<file path="src/rtl/sva_rep_pkg.sv">
// Shared types and sizing helpers for the SVA repetition monitor.
// The optional watchdog is enabled by defining SVA_REP_MON_TIMEOUT_EN.
package sva_rep_pkg;

  typedef enum logic {
    GOTO      = 1'b0,
    NONCONSEC = 1'b1
  } rep_mode_e;

  typedef enum logic {
    IDLE   = 1'b0,
    ACTIVE = 1'b1
  } rep_state_e;

  // Counter must hold MAX+1 so an excess event is representable without wrap.
  function automatic int CNT_W(input int max);
    return $clog2(max + 2);
  endfunction

endpackage

</file>
<file path="src/rtl/sva_rep_chan.sv">
// Single-channel lowering of start ##1 ev[->MIN:MAX] / ev[=MIN:MAX] ##1 done.
// Watchdog age counter is built only when SVA_REP_MON_TIMEOUT_EN is defined.
module sva_rep_chan
  import sva_rep_pkg::*;
#(
  parameter int MIN     = 2,
  parameter int MAX     = 4,
  parameter int MODE    = 0,
  parameter int TIMEOUT = 64
) (
  input  logic clk,
  input  logic rst,
  input  logic start_i,
  input  logic ev_i,
  input  logic done_i,
  output logic busy_o,
  output logic pass_o,
  output logic fail_o,
  output logic overlap_err_o,
  output logic timeout_o
);

  localparam int                CW     = CNT_W(MAX);
  localparam logic [CW-1:0]     MIN_C  = CW'(MIN);
  localparam logic [CW-1:0]     MAX_C  = CW'(MAX);
  localparam logic [CW-1:0]     SAT_C  = CW'(MAX + 1);
  localparam rep_mode_e         MODE_E = (MODE == 0) ? GOTO : NONCONSEC;

  if (TIMEOUT < 2) begin : g_chk_timeout
    $error("sva_rep_chan: TIMEOUT must be >= 2");
  end

  rep_state_e    state_q;
  logic [CW-1:0] cnt_q, cnt_d;
  logic          pend_q, pend_d;
  logic          pass_q, fail_q, ovl_q, to_q;
  logic          dec_pass, dec_fail, dec_to;

  function automatic logic in_range(input logic [CW-1:0] v);
    return (v >= MIN_C) && (v <= MAX_C);
  endfunction

  always_comb begin
    cnt_d    = (cnt_q == SAT_C) ? cnt_q : cnt_q + CW'(1);
    pend_d   = (MODE_E == GOTO) && in_range(cnt_d);
    dec_pass = 1'b0;
    dec_fail = 1'b0;
    if (state_q == ACTIVE) begin
      if (MODE_E == GOTO) begin
        // pend marks "the in-range event happened last cycle", so done must follow it immediately
        if (pend_q && done_i)               dec_pass = 1'b1;
        else if (pend_q && cnt_q == MAX_C)  dec_fail = 1'b1;
      end else begin
        if (done_i && in_range(cnt_q))      dec_pass = 1'b1;
        else if (ev_i && cnt_q == MAX_C)    dec_fail = 1'b1;
      end
    end
  end

`ifdef SVA_REP_MON_TIMEOUT_EN
  localparam int            AW   = $clog2(TIMEOUT + 1);
  localparam logic [AW-1:0] TO_C = AW'(TIMEOUT);
  logic [AW-1:0] age_q;

  assign dec_to = (state_q == ACTIVE) && !dec_pass && !dec_fail && (age_q == TO_C);

  // Age is preloaded to 1 while idle so it equals (cycle - t0) once active.
  always_ff @(posedge clk) begin
    if (rst)                    age_q <= AW'(1);
    else if (state_q == IDLE)   age_q <= AW'(1);
    else if (age_q != TO_C)     age_q <= age_q + AW'(1);
  end
`else
  assign dec_to = 1'b0;
`endif

  always_ff @(posedge clk) begin
    if (rst) begin
      state_q <= IDLE;
      cnt_q   <= '0;
      pend_q  <= 1'b0;
      pass_q  <= 1'b0;
      fail_q  <= 1'b0;
      ovl_q   <= 1'b0;
      to_q    <= 1'b0;
    end else begin
      pass_q <= dec_pass;
      fail_q <= dec_fail | dec_to;
      to_q   <= dec_to;
      ovl_q  <= (state_q == ACTIVE) && start_i;
      case (state_q)
        IDLE: begin
          if (start_i) begin
            state_q <= ACTIVE;
            cnt_q   <= '0;
            pend_q  <= 1'b0;
          end
        end
        ACTIVE: begin
          if (dec_pass || dec_fail || dec_to) begin
            state_q <= IDLE;
          end else if (ev_i) begin
            cnt_q  <= cnt_d;
            pend_q <= pend_d;
          end else begin
            pend_q <= 1'b0;
          end
        end
      endcase
    end
  end

  assign busy_o        = (state_q == ACTIVE);
  assign pass_o        = pass_q;
  assign fail_o        = fail_q;
  assign overlap_err_o = ovl_q;
  assign timeout_o     = to_q;

endmodule

</file>
<file path="src/rtl/sva_rep_monitor.sv">
// NCH independent repetition checkers (goto or non-consecutive, set by MODE).
// Define SVA_REP_MON_TIMEOUT_EN to add a per-channel TIMEOUT-cycle watchdog.
module sva_rep_monitor
  import sva_rep_pkg::*;
#(
  parameter int NCH     = 4,
  parameter int MIN     = 2,
  parameter int MAX     = 4,
  parameter int MODE    = 0,
  parameter int TIMEOUT = 64
) (
  input  logic           clk,
  input  logic           rst,
  input  logic [NCH-1:0] start,
  input  logic [NCH-1:0] ev,
  input  logic [NCH-1:0] done,
  output logic [NCH-1:0] busy,
  output logic [NCH-1:0] pass,
  output logic [NCH-1:0] fail,
  output logic [NCH-1:0] overlap_err,
  output logic [NCH-1:0] timeout
);

  if (NCH < 1 || NCH > 32) begin : g_chk_nch
    $error("sva_rep_monitor: NCH must be in 1..32");
  end
  if (MIN < 1 || MIN > MAX) begin : g_chk_min
    $error("sva_rep_monitor: MIN must satisfy 1 <= MIN <= MAX");
  end
  if (MAX > 255) begin : g_chk_max
    $error("sva_rep_monitor: MAX must be <= 255");
  end
  if (MODE != 0 && MODE != 1) begin : g_chk_mode
    $error("sva_rep_monitor: MODE must be 0 (goto) or 1 (non-consecutive)");
  end

  for (genvar i = 0; i < NCH; i++) begin : g_chan
    sva_rep_chan #(
      .MIN     (MIN),
      .MAX     (MAX),
      .MODE    (MODE),
      .TIMEOUT (TIMEOUT)
    ) u_chan (
      .clk           (clk),
      .rst           (rst),
      .start_i       (start[i]),
      .ev_i          (ev[i]),
      .done_i        (done[i]),
      .busy_o        (busy[i]),
      .pass_o        (pass[i]),
      .fail_o        (fail[i]),
      .overlap_err_o (overlap_err[i]),
      .timeout_o     (timeout[i])
    );
  end

endmodule

</file>
<file path="config.mk">
export PLATFORM = sky130hd
export DESIGN_NAME = sva_rep_monitor
export DESIGN_NICKNAME = d
export VERILOG_FILES = /design/src/rtl/sva_rep_pkg.sv /design/src/rtl/sva_rep_chan.sv /design/src/rtl/sva_rep_monitor.sv
export SDC_FILE = /design/constraint.sdc
export NUM_CORES = 1
export LEC_CHECK = 0
export CORE_MARGIN = 10
export CORE_UTILIZATION = 49
export CTS_CLUSTER_DIAMETER = 50
export DETAILED_ROUTE_END_ITERATION = 6
export GPL_TIMING_DRIVEN = 0
export MAX_ROUTING_LAYER = met4
export PLACE_DENSITY_LB_ADDON = 0.08
export SLEW_MARGIN = 5
export SYNTH_ARGS = -nofsm -noshare
export SYNTH_HDL_FRONTEND = slang
export SYNTH_SLANG_ARGS = --single-unit
</file>
<file path="constraint.sdc">
create_clock -name clk -period 1.7 [get_ports clk]
set_input_delay 0.17 -clock clk [delete_from_list [all_inputs] [get_ports clk]]
set_output_delay 0.17 -clock clk [all_outputs]
set_load 0.01 [all_outputs]
</file>
== Word-level counts from Yosys, hierarchy flattened ==
Index checks and enable logic that the tools add are counted.

* Add/subtract/negate cells: 4
* $mul: 0
* Div/mod/pow operators: 0
* Magnitude comparators: 8
* Eq/ne operators: 20
* Shifts and indexed selects: 0
* Muxes and demuxes: 68
* Bitwise logic cells: 4
* Reduce and logical (&&, ||, !) cells: 28

{| class="wikitable"
|+ Operators by type and width
! cell !! number
|-
| 3-bit two-way mux || 16
|-
| 1-bit two-way mux || 40
|-
| 3-bit == test (second input constant) || 8
|-
| 2-bit != test (second input constant) || 12
|-
| 3-bit one-hot mux with 2 select lines || 4
|-
| 1-bit logical AND || 16
|-
| 1-bit one-hot mux with 2 select lines || 8
|-
| 3-bit by 1-bit adder with 3-bit output (second input constant) || 4
|-
| 3-bit by 2-bit >= comparator with 1-bit output (second input constant) || 4
|-
| 3-bit less-or-equal comparator (second input constant) || 4
|-
| 3-bit AND reduction || 4
|-
| 2-bit AND reduction || 4
|-
| 1-bit logical OR || 4
|-
| 1-bit NOT || 4
|}

* Register bits: 32
* Latch bits: 0
* Bits in writable memories: 0
* Memory bits (read-only): 0
* Output and inout port bits: 20
* Memories kept: 0

== Depth between registers and ports, before layout ==
Gate-level depths: netlist of run 1.

* Depth in word-level cells: 8
* Depth in mapped cells: 6

== Modules after synthesis ==
From an unflattened synthesis of run 1, not the netlist that was laid out.

* Cells, all modules: 201
* Area total of the unflattened synthesis: 1,790.5 um2

{| class="wikitable"
|+ By module, submodules not included
! module !! instances !! cells an instance !! area an instance (um2) !! seq. area each (um2)
|-
| sva_rep_chan at g_chan[0].u_chan ... || 3 || 50 || 436.7 || 160.2
|-
| sva_rep_chan at g_chan[3].u_chan || 1 || 51 || 480.5 || 160.2
|}

== Worst setup path after synthesis of run 1 ==
Ideal clock, no wire load.

* Path kind: reg2reg
* From: reg g_chan[1].u_chan.cnt_q[0]
* To: reg g_chan[1].u_chan.cnt_q[1]
* Data arrival time: 1.401 ns
* Setup slack: 0.171 ns
* Cell stages (with the launch flop): 7
* Buffers on the path: 0
* Period minus slack after synthesis: 1.529 ns
* Cell sequence: dfxtp_1 inv_1 ha_1 a21o_1 a221oi_2 mux2i_1 nor2_1

* Longest elaborated chain between the ends: 8
* Elaborated cells between the ends (all ways): 14
* Classes of those cells: add/sub: 1; eq/ne: 3; mux: 7; reduce/logical: 3

{| class="wikitable"
|+ RTL lines
! what !! RTL line !! source
|-
| start, declared || sva_rep_chan.sv:34 || <nowiki>logic [CW-1:0] cnt_q, cnt_d;</nowiki>
|-
| start signal, assigned || sva_rep_chan.sv:103 || <nowiki>cnt_q <= cnt_d;</nowiki>
|-
| 3-bit == test || sva_rep_chan.sv:52 || <nowiki>else if (pend_q && cnt_q == MAX_C) dec_fail = 1'b1;</nowiki>
|-
| 1-bit logical AND || sva_rep_chan.sv:52 ||
|-
| 1-bit two-way mux || sva_rep_chan.sv:52 ||
|-
| 1-bit two-way mux || sva_rep_chan.sv:51 || <nowiki>if (pend_q && done_i) dec_pass = 1'b1;</nowiki>
|-
| 1-bit two-way mux || sva_rep_chan.sv:48 || <nowiki>if (state_q == ACTIVE) begin</nowiki>
|-
| 1-bit logical OR || sva_rep_chan.sv:100 || <nowiki>if (dec_pass || dec_fail || dec_to) begin</nowiki>
|-
| 2-bit != test (no line) || - ||
|-
| 3-bit AND reduction (no line) || - ||
|}

Several ways; a longest one is shown, not always the timed one. The select of a mux whose other input is x is not followed.
A chain may end at the register's enable or synchronous reset.

== Final worst setup path of run 1 ==
Ends and elaborated chain as after synthesis.

==> impl_metrics.yaml, run 1 <==
run_status:
  status: "completed"
global_routing:
  grtUsageTotal: 0.1197
  grt_pass1_wl_um: 6161
  grt_max_degree: 11
  antenna_found_initial: 0
  grt_overflow: 0
  grt_pass1_vias: 1418
layout:
  area_delta_synth_final_pct: 25.14
  diodes: 0
  drive_above_1_share: 0.1725
  fin_util: 0.6326
  final_cell_area_sq_mm: 0.002298
  fin_nets: 280
clock_network:
  postCtsHoldBufs: 0
  cts_buffer_depth: 2
  cts_root_buf: "clkbuf_8"
  cts_tree: "yes"
  cts.reportedPaths.clkPinSlew_ns: 0.07
  cts_max_level: 2
  insertion_delay_ns: 0.28
  clock_sinks: 32
  tritoncts.num_buffers: 5
logic_synthesis:
  synth_flop_cell: "dfxtp_1"
  synthTopCellsByCount: "dfxtp_1, buf_4, nand2_1"
  yosys_warnings: 0
  synth.most_common_cell: "dfxtp_1"
  ys_async_sr_fraction: 0
  synth.distinct_cells: 46
  synth_edf_count: 0
  synth_top_cell_area_share: 0.3488
  synth_seq_cells: 32
  syn_area_sq_mm: 0.001837
  ys_top_cells_by_area: "dfxtp_1, buf_4, ha_1"
  syn_area_per_cell_sq_um: 8.504
  synth_area_leader_cell: "dfxtp_1"
  seq_area_frac_synth: 0.3488
  syn_inst: 216
detailed_routing:
  drt-total-wl_um: 3877
  drcViolationCount: 0
  drt_iter0_markers: 100
  firstDrtPassIters: 4
  antenna_left: 0
  routed_via_density: 5.211
  wl_per_cell_um: 12.80
  num_vias: 1579
worst_setup_path:
  r2r_end: "g_chan[1].u_chan.cnt_q[1]"
  crit_family: "compound AO/OA/AOI/OAI gates"
  rrSetupSlack_ns: 0.08
  worstPathRequired_ns: 1.86
  path_buf_inv: 1
  arrival_ns: 1.78
  timing.rr.start: "g_chan[1].u_chan.cnt_q[0]"
  worstPathCellList: "inv_1, ha_1, a21o_1, a221oi_2, mux2i_1, nor2_1"
  max_stage_delay_ns: 0.38
  criticalPathCategory: "reg -> reg"
  endpoint_kind: "register"
  cp-start-kind: "register"
  cp_max_fo: 7
  critPathSlowestCell: "dfxtp_4"
  rr_worst_depth: 6
timing:
  setup_viol: 0
  finClkSkew_ns: 0.0009930
  totalNegativeSetupSlack_ns: 0
  finalCritPeriodShare: 0.9556
  min_period_ns: 1.624
  final-max-slew-violation-count: 0
  hold_viol: 0
  rsz0062_at_grt: "no"
  max_freq_mhz: 615.6
  setup_slack_ns: 0.07552
worst_hold_path:
  min_from: "rst"
  hold_path.class: "in -> reg"
  min_to: "g_chan[2].u_chan.cnt_q[2]"
  min_path_cells: 2
power_and_ir_drop:
  leakage_nw: 0.9381
  cellPowerDensity_mw_per_mm2: 707.4
  irDropWorstVdd_mv: 0.3619
floorplan:
  fp.dieW_um: 81.23
  start_util: 0.5055
  ios: 34
  coreArea_sq_mm: 0.003633
  die_h_um: 81.23
  rows: 22
  die_area_sq_mm: 0.006598
placement:
  dpl_cell_area_sq_mm: 0.002188
  dp_slack_ns: -0.02301
  dp_hpwl_um: 2909
  io_buffers: 28
  routabilityCongestion: 0.8449
job:
  cap_violations: 0
==> worst max path at each step <==
| stage | to | slack [ns] | cells past startpoint | startpoint |
|---|---|---|---|---|
| floorplan | g_chan[1].u_chan.cnt_q[1] | 0.17 | 6 | g_chan[1].u_chan.cnt_q[0] |
| global placement | g_chan[1].u_chan.cnt_q[1] | -0.02 | 6 | g_chan[1].u_chan.cnt_q[0] |
| detailed placement | g_chan[1].u_chan.cnt_q[1] | -0.02 | 6 | g_chan[1].u_chan.cnt_q[0] |
| CTS | g_chan[1].u_chan.cnt_q[1] | 0.05 | 6 | g_chan[1].u_chan.cnt_q[0] |
| global route | g_chan[1].u_chan.cnt_q[1] | 0.003 | 6 | g_chan[1].u_chan.cnt_q[0] |
| finish | g_chan[1].u_chan.cnt_q[1] | 0.08 | 6 | g_chan[1].u_chan.cnt_q[0] |
==> report_power, final <==
group	internal, mW	switching, mW
Sequential	0.768	0.0203
Clock	0.323	0.282
Combinational	0.118	0.115
==> sequential cells by signal (all words and copies together) (netlist names) <==
register and cells:
g_chan.u_chan.pass_o 4, g_chan.u_chan.overlap_err_o 4, g_chan.u_chan.cnt_q 12, g_chan.u_chan.fail_o 4, g_chan.u_chan.pend_q 4, g_chan.u_chan.busy_o 4
==> layout by cell type, fill, tap and decap left out, drive strengths merged, types with 3 or more instances in the layout <==
cell type and count:
nand3 4, conb 4, buf 25, nor3 7, ha 12, nand2b 5, and3 7, clkdlybuf4s50 28
a211oi 3, and2 4, clkbuf 6, mux2i 5, nor2 15, nand2 20, a31o 3, dfxtp 32
a21oi 16, a21o 3, inv 16, nand4 3, o21ai 7
==> metal layers <==
layer	global-route usage	wire (um)
met1	0.1356	1797
met2	0.1927	1797
met3	0.03753	247
met4	0.04671	35
met5	-	0
==> metrics by stage <==
stage | std cells | total power [mW] | hold slack, ns
CTS | 303 | 1.643 | 0.1956
detailed placement | 295 | 1.034 | 0.4647
finish | 303 | 1.626 | 0.1939
floorplan | 219 | 0.9467 | 0.2466
global route | 303 | 1.691 | 0.2053
global placement | 295 | 1.032 | 0.4627
==> repair_timing <==
item | 4_1_cts | 5_1_grt
setup endpoints to repair | 2 | 5
gates resized for setup | 1 | 4
buffers inserted | 0 | 0
pin swaps | 0 | 2
==> area by class of cell <==
type	count	area, sq um
clock buffers	6	82.58
clock inverters	2	10.01
flip-flops and latches	32	646.9
well taps	48	60.06
inverters	16	60.06
repair buffers	28	280.3
plain buffers	25	176.4
multi-input cells	146	982.2
fillers	339	1335
==> cell families after synthesis <==
kind of cell | synth area share
XOR/XNOR | 0.004769
AO/OA/AOI/OAI | 0.1975
other | 0.002042
adder cells (fa/ha/maj) | 0.08174
AND/OR/NAND/NOR | 0.2091
multiplexers | 0.02725
buffers and inverters | 0.1287
flip-flops | 0.3488
Note: power is estimated with default switching activity, not from simulation.
==> run 2, diff against run 1 <==
--- a/config.mk
+++ b/config.mk
@@ -8,10 +8,12 @@
 export CORE_MARGIN = 10
 export CORE_UTILIZATION = 49
 export CTS_CLUSTER_DIAMETER = 50
+export CTS_CLUSTER_SIZE = 25
 export DETAILED_ROUTE_END_ITERATION = 6
 export GPL_TIMING_DRIVEN = 0
 export MAX_ROUTING_LAYER = met4
 export PLACE_DENSITY_LB_ADDON = 0.08
+export REMOVE_ABC_BUFFERS = 1
 export SLEW_MARGIN = 5
 export SYNTH_ARGS = -nofsm -noshare
 export SYNTH_HDL_FRONTEND = slang
==> constraint.sdc (replaced) <==
create_clock -name clk -period 1.76 [get_ports clk]
set_input_delay 0.176 -clock clk [delete_from_list [all_inputs] [get_ports clk]]
set_output_delay 0.176 -clock clk [all_outputs]
set_load 0.01 [all_outputs]
==> run 2 against run 1 <==
Clock skew is 0.0038 ns higher. Wire length is 4.6% lower. Via count is 6.5% lower. Sequential share of layout area is 2.0 points higher. Worst setup slack better by 0.020 ns. Clock-buffer cell count stayed put. Non-clock buffer count is 24 lower. Design area is 7.1% lower. Critical path depth stayed put. Register-to-register slack better by 0.02 ns. Sequential power is 2.9% lower. Critical endpoint is now g_chan[3].u_chan.pend_q. Largest power group unchanged.
==> impl_metrics.yaml, run 2 (synthesis gave the netlist of run 1 again) <==
worst_hold_path:
  min_to: "g_chan[0].u_chan.pend_q"
  hold_path.class: "in -> reg"
  min_from: "rst"
  min_path_cells: 2
clock_network:
  cts_tree: "yes"
  cts_max_level: 2
  insertion_delay_ns: 0.28
  cts_buffer_depth: 2
  post-cts-setup-buffer-count: 0
  tritoncts.num_buffers: 5
  cts_root_buf: "clkbuf_8"
  cts.reportedPaths.clkPinSlew_ns: 0.07
  postCtsHoldBufs: 0
  cts_resized: 0
  clock_sinks: 32
detailed_routing:
  wl_per_cell_um: 13.25
  firstDrtPassIters: 4
  num_vias: 1477
  drt_iter0_markers: 107
  antenna_left: 0
  drt-total-wl_um: 3698
  drcViolationCount: 0
  routed_via_density: 5.294
floorplan:
  die_area_sq_mm: 0.006598
  coreArea_sq_mm: 0.003633
  rows: 22
  start_util: 0.5055
  ios: 34
  fp.dieW_um: 81.23
  die_h_um: 81.23
layout:
  largest_reg_flops: 12
  drive_above_1_share: 0.07792
  diodes: 0
  fin_cells: 279
  fin_nets: 256
  final_cell_area_sq_mm: 0.002135
  area_delta_synth_final_pct: 16.21
  fillers: 337
  final_cell_mix: "dfxtp_1, clkdlybuf4s50_1, nand2_1"
  fin_util: 0.5875
  max_flop_register: "g_chan.u_chan.cnt_q"
  seq_area_sq_um: 643.1
  multi_input_area_sq_um: 970.9
  final_common_cell: "dfxtp_1"
timing:
  relSlewSlack: 0.5305
  finalCritPeriodShare: 0.9459
  min_period_ns: 1.665
  hold_slack_ns: 0.4472
  hold_viol: 0
  max_freq_mhz: 600.7
  final-max-slew-violation-count: 0
  finClkSkew_ns: 0.004755
  tightest_slew_ns: 0.7030
  setup_viol: 0
  rsz0062_at_grt: "no"
worst_setup_path:
  cp_max_fo: 5
  r2r_end: "g_chan[3].u_chan.pend_q"
  arrival_ns: 1.83
  rrSetupSlack_ns: 0.1
  endpoint_kind: "register"
  timing.rr.start: "g_chan[3].u_chan.cnt_q[0]"
  cp-start-kind: "register"
  criticalPathCategory: "reg -> reg"
  rr_worst_depth: 6
  worstPathRequired_ns: 1.93
placement:
  io_buffers: 29
  dp_cells: 271
  dpl_cell_area_sq_mm: 0.002022
  routabilityCongestion: 0.9341
  dp_hpwl_um: 2828
global_routing:
  grt_max_degree: 18
  antenna_found_initial: 0
  grt_overflow: 0
  met3_usage: 0.04415
  grtUsageTotal: 0.1166
  use_met1: 0.1226
  top_usage_layer: "met2"
  grt_pass1_wl_um: 5858
  grt_pass1_vias: 1331
  grt_use_met2: 0.1911
power_and_ir_drop:
  leakage_nw: 0.8293
  power_mw: 1.641
  cellPowerDensity_mw_per_mm2: 769.0
  irDropWorstVdd_mv: 0.3568
job:
  cap_violations: 0
run_status:
  status: "completed"
## run 2: changes by cell type in the layout (fill, tap and decap cells not counted), sizes merged
cell	change
bufinv	+1
dlymetal6s2s	+1
buf	-25
clkinv	-1
## run 2: critical path, stage by stage, from the launching register on
cell and delay (ns):
dfxtp_1 0.41, inv_1 0.10, ha_1 0.34, and3b_1 0.17, o21ai_0 0.13, o311ai_0 0.16
a32o_1 0.24
## run 2: cell type report
cell class              count  share of cell area
multi-input cells         146              0.4549
flip-flops and latches     32              0.3013
repair buffers             29              0.1372
clock buffers               6             0.03400
inverters                  16             0.02814
well taps                  48             0.02814
clock inverters             2             0.01641
## run 2: how the worst max path moves through the flow
stage | start | end | slack [ns] | depth (start not counted)
floorplan | g_chan[1].u_chan.cnt_q[0] | g_chan[1].u_chan.cnt_q[1] | 0.24 | 6
global placement | rst | g_chan[3].u_chan.pend_q | -0.21 | 4
detailed placement | rst | g_chan[3].u_chan.pend_q | -0.25 | 4
CTS | g_chan[1].u_chan.cnt_q[0] | g_chan[1].u_chan.cnt_q[1] | 0.04 | 6
global route | g_chan[3].u_chan.cnt_q[0] | g_chan[3].u_chan.pend_q | 0.003 | 6
finish | g_chan[3].u_chan.cnt_q[0] | g_chan[3].u_chan.pend_q | 0.1 | 6
## run 2: metal layers
metal,share of wire,wire length (um)
met1,0.45,1652
met2,0.49,1807
met3,0.059,218
met4,0.0051,19
met5,0,0
## run 2: stage by stage
stage	worst slack [ns]	TNS (ns)
after floorplan	0.2442	0
after global placement	-0.2098	-0.5698
after detailed placement	-0.2530	-0.8719
after CTS	0.03995	0
after global routing	0.002893	0
final	0.09527	0
## run 2: power breakdown
group          internal [mW]  switching [mW]
clock network          0.420           0.261
logic                 0.0949           0.101
registers              0.742          0.0229
total                   1.26           0.384
